===== src/rtl/operand_pkg.sv =====
// Shared types for the operand sequencer: the buffered operand pair and the presentation FSM states.
package operand_pkg;

    // Widest operand any instance may use; narrower instances zero-extend into the pair record.
    localparam int OPERAND_MAX_WIDTH = 32;

    typedef struct packed {
        logic [OPERAND_MAX_WIDTH-1:0] a;
        logic [OPERAND_MAX_WIDTH-1:0] b;
    } operand_pair_t;

    typedef enum logic [0:0] {
        IDLE    = 1'b0,
        PRESENT = 1'b1
    } seq_state_e;

endpackage


===== src/rtl/operand_sequencer_if.sv =====
// Upstream pair handshake plus downstream operand presentation bus of the operand sequencer.
interface operand_sequencer_if #(
    parameter int WIDTH = 8,
    parameter int DEPTH = 4
) ();
    logic                         in_valid;
    logic                         in_ready;
    logic [WIDTH-1:0]             in_a;
    logic [WIDTH-1:0]             in_b;
    logic [WIDTH-1:0]             a_out;
    logic [WIDTH-1:0]             b_out;
    logic                         op_valid;
    logic                         res_strobe;
    logic [$clog2(DEPTH+1)-1:0]   count;

    modport master (
        output in_valid, in_a, in_b,
        input  in_ready, a_out, b_out, op_valid, res_strobe, count
    );

    modport slave (
        input  in_valid, in_a, in_b,
        output in_ready, a_out, b_out, op_valid, res_strobe, count
    );
endinterface


===== src/rtl/operand_fifo.sv =====
// Operand-pair FIFO: array storage with wrapping pointers and an occupancy counter.
module operand_fifo #(
    parameter int WIDTH = 8,
    parameter int DEPTH = 4,
    localparam int AW = $clog2(DEPTH),
    localparam int CW = $clog2(DEPTH+1)
) (
    input  logic               clk,
    input  logic               rst,
    input  logic               push,
    input  logic               pop,
    input  logic [2*WIDTH-1:0] wr_data,
    output logic [2*WIDTH-1:0] rd_data,
    output logic [CW-1:0]      count,
    output logic               full,
    output logic               empty
);
    logic [2*WIDTH-1:0] mem [DEPTH];
    logic [AW-1:0]      wr_ptr_reg;
    logic [AW-1:0]      rd_ptr_reg;
    logic [CW-1:0]      count_reg;
    logic [CW-1:0]      count_next;
    logic               push_ok;
    logic               pop_ok;

    assign full    = (count_reg == CW'(DEPTH));
    assign empty   = (count_reg == '0);
    assign push_ok = push && !full;
    assign pop_ok  = pop && !empty;
    assign count   = count_reg;

    // Head is read combinationally; the sequencer registers it into its output stage.
    assign rd_data = mem[rd_ptr_reg];

    always_ff @(posedge clk) begin
        if (push_ok) begin
            mem[wr_ptr_reg] <= wr_data;
        end
    end

    always_comb begin
        count_next = count_reg;
        if (push_ok && !pop_ok) begin
            count_next = count_reg + CW'(1);
        end else if (!push_ok && pop_ok) begin
            count_next = count_reg - CW'(1);
        end
    end

    // DEPTH is a power of two, so pointer increments wrap naturally.
    always_ff @(posedge clk or negedge rst) begin
        if (!rst) begin
            wr_ptr_reg <= '0;
            rd_ptr_reg <= '0;
            count_reg  <= '0;
        end else begin
            if (push_ok) begin
                wr_ptr_reg <= wr_ptr_reg + AW'(1);
            end
            if (pop_ok) begin
                rd_ptr_reg <= rd_ptr_reg + AW'(1);
            end
            count_reg <= count_next;
        end
    end

endmodule


===== src/rtl/operand_sequencer.sv =====
// Buffers operand pairs and presents each to a downstream arithmetic stage for HOLD cycles,
// pulsing res_strobe in the last cycle so the stage's result can be sampled.
module operand_sequencer
    import operand_pkg::*;
#(
    parameter int WIDTH = 8,
    parameter int DEPTH = 4,
    parameter int HOLD  = 2
) (
    input  logic                clk,
    input  logic                rst,
    operand_sequencer_if.slave  bus
);
    localparam int CW = $clog2(DEPTH+1);
    localparam int HW = (HOLD > 1) ? $clog2(HOLD) : 1;

    localparam logic [0:0] ST_IDLE    = IDLE;
    localparam logic [0:0] ST_PRESENT = PRESENT;

    logic [0:0]         state_reg;
    logic [0:0]         state_next;
    logic [HW-1:0]      hold_reg;
    logic [HW-1:0]      hold_next;
    operand_pair_t      pair_reg;
    operand_pair_t      pair_next;
    logic               push;
    logic               pop;
    logic               full;
    logic               empty;
    logic               last;
    logic [2*WIDTH-1:0] head;
    logic [CW-1:0]      count;
    logic               unused_pad;

    operand_fifo #(
        .WIDTH (WIDTH),
        .DEPTH (DEPTH)
    ) u_fifo (
        .clk     (clk),
        .rst     (rst),
        .push    (push),
        .pop     (pop),
        .wr_data ({bus.in_a, bus.in_b}),
        .rd_data (head),
        .count   (count),
        .full    (full),
        .empty   (empty)
    );

    // Gated by rst so nothing is offered upstream while reset is held.
    assign bus.in_ready = rst && !full;
    assign push         = bus.in_valid && bus.in_ready;
    assign last         = (hold_reg == HW'(HOLD-1));

    // empty reflects the registered count, so a same-edge push into an empty buffer is not yet poppable.
    always_comb begin
        state_next = state_reg;
        hold_next  = hold_reg;
        pair_next  = pair_reg;
        pop        = 1'b0;
        if (state_reg == ST_IDLE) begin
            if (!empty) begin
                pop        = 1'b1;
                state_next = ST_PRESENT;
                hold_next  = '0;
                pair_next.a = OPERAND_MAX_WIDTH'(head[2*WIDTH-1:WIDTH]);
                pair_next.b = OPERAND_MAX_WIDTH'(head[WIDTH-1:0]);
            end
        end else begin
            if (!last) begin
                hold_next = hold_reg + 1'b1;
            end else begin
                hold_next = '0;
                if (!empty) begin
                    pop         = 1'b1;
                    pair_next.a = OPERAND_MAX_WIDTH'(head[2*WIDTH-1:WIDTH]);
                    pair_next.b = OPERAND_MAX_WIDTH'(head[WIDTH-1:0]);
                end else begin
                    state_next = ST_IDLE;
                end
            end
        end
    end

    always_ff @(posedge clk or negedge rst) begin
        if (!rst) begin
            state_reg <= ST_IDLE;
            hold_reg  <= '0;
            pair_reg  <= '0;
        end else begin
            state_reg <= state_next;
            hold_reg  <= hold_next;
            pair_reg  <= pair_next;
        end
    end

    assign bus.a_out      = pair_reg.a[WIDTH-1:0];
    assign bus.b_out      = pair_reg.b[WIDTH-1:0];
    assign bus.op_valid   = (state_reg == ST_PRESENT);
    assign bus.res_strobe = (state_reg == ST_PRESENT) && last;
    assign bus.count      = count;

    // Upper bits of the shared pair record stay zero when WIDTH is below the package maximum.
    assign unused_pad = ^pair_reg;

endmodule


===== src/flat_wrapper.sv =====
// flat-port wrapper written by rule: the top's interface ports become plain ports
module operand_sequencer_flat import operand_pkg::*;
#(
    parameter int WIDTH = 8,
    parameter int DEPTH = 4,
    parameter int HOLD  = 2
)
  (clk, rst, bus_in_valid, bus_in_a, bus_in_b, bus_in_ready, bus_a_out, bus_b_out, bus_op_valid, bus_res_strobe, bus_count);
  operand_sequencer_if #(.WIDTH(WIDTH), .DEPTH(DEPTH)) bus_i ();
  input  logic clk;
  input  logic rst;
  input wire logic [$bits(bus_i.in_valid)-1:0] bus_in_valid;
  input wire logic [$bits(bus_i.in_a)-1:0] bus_in_a;
  input wire logic [$bits(bus_i.in_b)-1:0] bus_in_b;
  output wire logic [$bits(bus_i.in_ready)-1:0] bus_in_ready;
  output wire logic [$bits(bus_i.a_out)-1:0] bus_a_out;
  output wire logic [$bits(bus_i.b_out)-1:0] bus_b_out;
  output wire logic [$bits(bus_i.op_valid)-1:0] bus_op_valid;
  output wire logic [$bits(bus_i.res_strobe)-1:0] bus_res_strobe;
  output wire logic [$bits(bus_i.count)-1:0] bus_count;
  assign bus_i.in_valid = bus_in_valid;
  assign bus_i.in_a = bus_in_a;
  assign bus_i.in_b = bus_in_b;
  assign bus_in_ready = bus_i.in_ready;
  assign bus_a_out = bus_i.a_out;
  assign bus_b_out = bus_i.b_out;
  assign bus_op_valid = bus_i.op_valid;
  assign bus_res_strobe = bus_i.res_strobe;
  assign bus_count = bus_i.count;
  operand_sequencer #(.WIDTH(WIDTH), .DEPTH(DEPTH), .HOLD(HOLD)) u_core (.clk(clk), .rst(rst), .bus(bus_i));
endmodule

===== config.mk =====
export PLATFORM = sky130hd
export DESIGN_NAME = operand_sequencer_flat
export DESIGN_NICKNAME = d
export VERILOG_FILES = /design/src/rtl/operand_pkg.sv /design/src/rtl/operand_sequencer_if.sv /design/src/rtl/operand_fifo.sv /design/src/rtl/operand_sequencer.sv /design/src/flat_wrapper.sv
export SDC_FILE = /design/constraint.sdc
export NUM_CORES = 1
export LEC_CHECK = 0
export CAP_MARGIN = 10
export CORE_UTILIZATION = 49
export DETAILED_ROUTE_END_ITERATION = 7
export PLACE_DENSITY = 0.74
export REMOVE_ABC_BUFFERS = 1
export SKIP_CTS_REPAIR_TIMING = 1
export SLEW_MARGIN = 5
export SYNTH_ARGS = -nofsm -noshare
export SYNTH_HDL_FRONTEND = slang
export SYNTH_SLANG_ARGS = --single-unit

===== constraint.sdc =====
create_clock -name clk -period 2.3 [get_ports clk]
set_input_delay 0.46 -clock clk [delete_from_list [all_inputs] [get_ports clk]]
set_output_delay 0.46 -clock clk [all_outputs]
set_load 0.005 [all_outputs]

==> reports/metrics.cfg <==
[placement]
place_hpwl_um = 3740
port_buffers = 40
gp_congestion = 0.680
place_inst = 307

[worst_setup_path]
regToRegEndpoint = u_core.u_fifo.count[2]
cp-start-kind = input pin
r2r-start = u_core.u_fifo.count[1]
crit_type = in -> out
cp.arrival_ns = 1.76
endpoint_kind = primary output
reg2reg_depth = 9
crit_chain = clkdlybuf4s50_1 > a21boi_0 > clkdlybuf4s50_1
cpMaxStageDelayCell = clkdlybuf4s50_1
rrSetupSlack_ns = 0.14
cp.required_ns = 1.84
worst-path-max-fanout = 4
crit_top_cell = clkdlybuf4s50_1
critPathMaxStageDelay_ns = 0.57

[final_layout]
largest_reg_flops = 64
largest-register = u_core.u_fifo.mem
area_growth_pct = 23.2
drive_gt1_share_pct = 29.1
layout_commonest_cell = edfxtp_1
final_cell_mix = edfxtp_1, clkdlybuf4s50_1, dfrtp_1
final_util_pct = 62.6
diodes = 0
layoutNonFillerInstCount = 323
fin_nets = 247

[logic_synthesis]
synth_seq_cells = 89
synth_edf_count = 64
syn_area_um2 = 3450
synthesis.area_per_instance_um2 = 21.3
yosys_most_used_dff = edfxtp_1
yosys.area.top_type = edfxtp_1
yosysSeqAreaShare_pct = 73.8
yosys_warnings = 0
yosys.area.top_type_share_pct = 55.7
netlist-cell-type-count = 24
synthCells = 162
synth_area_leaders = edfxtp_1, dfrtp_1, mux4_2, mux2_4, mux2_2
synthArstFlopShare_pct = 28.1

[drt]
routed_via_density = 5.05
m1WireLength_um = 2480
vias = 1630
drc_errors = 0
drt-wirelength-per-cell_um = 17.9
wl_um = 5770
first_pass_iters = 4
ant_nets = 0
wl_met3_um = 208
top_layer = met4
drt_iter0_drc = 43
wl_met2_um = 2980

[timing]
fin_setup_tns_ns = 0
tightestPinTransition_ns = 0.317
hold_ws_ns = 0.515
fin_skew_ns = 0.00661
rsz0062_at_grt = false
fmax_mhz = 450
slew_violations = 0
fin_crit_sh_pct = 96.5
finalHoldViolCount = 0
fin_crit_ns = 2.22
relSlewSlack_pct = 78.8
setup_viol = 0

[global_route]
grt_pass1_vias = 1813
grt_max_degree = 24
track_usage_pct = 17.4
grt_pass1_wl_um = 9110
antenna_found_initial = 0
grt.overflow.total = 0

[floorplanning]
row_count = 30
core-area_um2 = 6790
dieArea_um2 = 7380
boundaryPins = 41
die_h_um = 85.9
initial_core_util_pct = 50.8
die_x_um = 85.9

[hold_path]
holdPathEnd = u_core.bus.a_out[7]
holdPathStages = 1
min-delay-start = u_core.bus.a_out[7]
hold_path_class = reg -> reg

[clocking]
clock-sinks = 89
cts.path.max_buffers = 2
clockRootBuffer = clkbuf_8
clock_latency_ns = 0.34
path_clk_slew_ns = 0.08
cts_buffers = 9
h-tree-depth = 3
cts_tree = done

[pwr]
finalPower_mw = 5.29
power.density_nw_per_um2 = 1240
clkPwrFrac_pct = 19.7
p_sw_mw = 1.45
pwr-share-seq_pct = 42.8
p_sw_share_pct = 27.4
p_leak_nw = 1.53
p_int_mw = 3.84
p_comb_share_pct = 37.4
max-vdd-ir-drop_mv = 0.562

[run_status]
status = complete, no violations

[flow_run]
drv_cap = 0

==> stage by stage <==
stage | area [µm²] | setup slack (ns)
final | 4250 | 0.0798
after global routing | 4250 | 0.0124
after CTS | 4250 | 0.0628
after detailed placement | 4060 | -0.0863
after global placement | 4060 | 0.0198
after floorplan | 3400 | 0.125
==> final cells by class <==
class | count | area [µm²]
inverter | 5 | 18.8
fill | 482 | 2540
clock inverter | 5 | 55.1
clock buffer | 11 | 141
tap | 96 | 120
sequential | 89 | 2550
timing repair buffer | 55 | 538
multi-input combinational | 62 | 832
==> metal layers <==
layer | track usage (%) | vias up
li1 | - | 745
met1 | 22.0 | 837
met2 | 28.9 | 41
met3 | 3.85 | 7
met4 | 8.33 | 0
met5 | 0 | -
==> cells in the mapped netlist (2+ instances only) <==
| master | n |
|---|---|
| edfxtp_1 | 64 |
| buf_2 | 2 |
| and2_1 | 5 |
| nor2_1 | 2 |
| dfrtp_1 | 25 |
| mux2_2 | 10 |
| xnor2_1 | 4 |
| ha_1 | 5 |
| nand2b_1 | 2 |
| nand3_1 | 2 |
| inv_1 | 5 |
| mux4_2 | 16 |
| mux2_4 | 8 |
| xor2_1 | 2 |
==> power groups by stage <==
stage                     clock network (mW)  logic (mW)  registers, mW
after floorplan                            0        1.07           2.39
after global placement                     0        1.93           2.27
after detailed placement                   0        2.01           2.30
after CTS                               1.06        2.02           2.27
after global routing                    1.12        2.15           2.30
final                                   1.04        1.98           2.26
==> how the worst max path moves through the flow <==
stage / cells past startpoint / endpoint / from
2_1_floorplan: 9 / u_core.u_fifo.count[2] / u_core.u_fifo.count[0]
3_3_place_gp: 8 / u_core.u_fifo.count[2] / rst
3_5_place_dp: 8 / u_core.u_fifo.count[2] / rst
4_1_cts: 3 / bus_in_ready / rst
5_1_grt: 9 / u_core.u_fifo.count[2] / u_core.u_fifo.count[1]
6_report: 3 / bus_in_ready / rst
==> worst max-delay path: cells and delay by family <==
| family | cells | cell delay, ns |
|---|---|---|
| compound gates | 1 | 0.21 |
| buf+inv | 2 | 1.10 |
==> cells by family after synthesis <==
logic type	share of synthesized area [%]
buf+inv	2.07
xor+xnor	1.52
simple gates	2.36
mux	17.2
compound gates	0.653
fa+ha+maj	2.39
flops	73.8
Power figures use the tool's default switching activity.
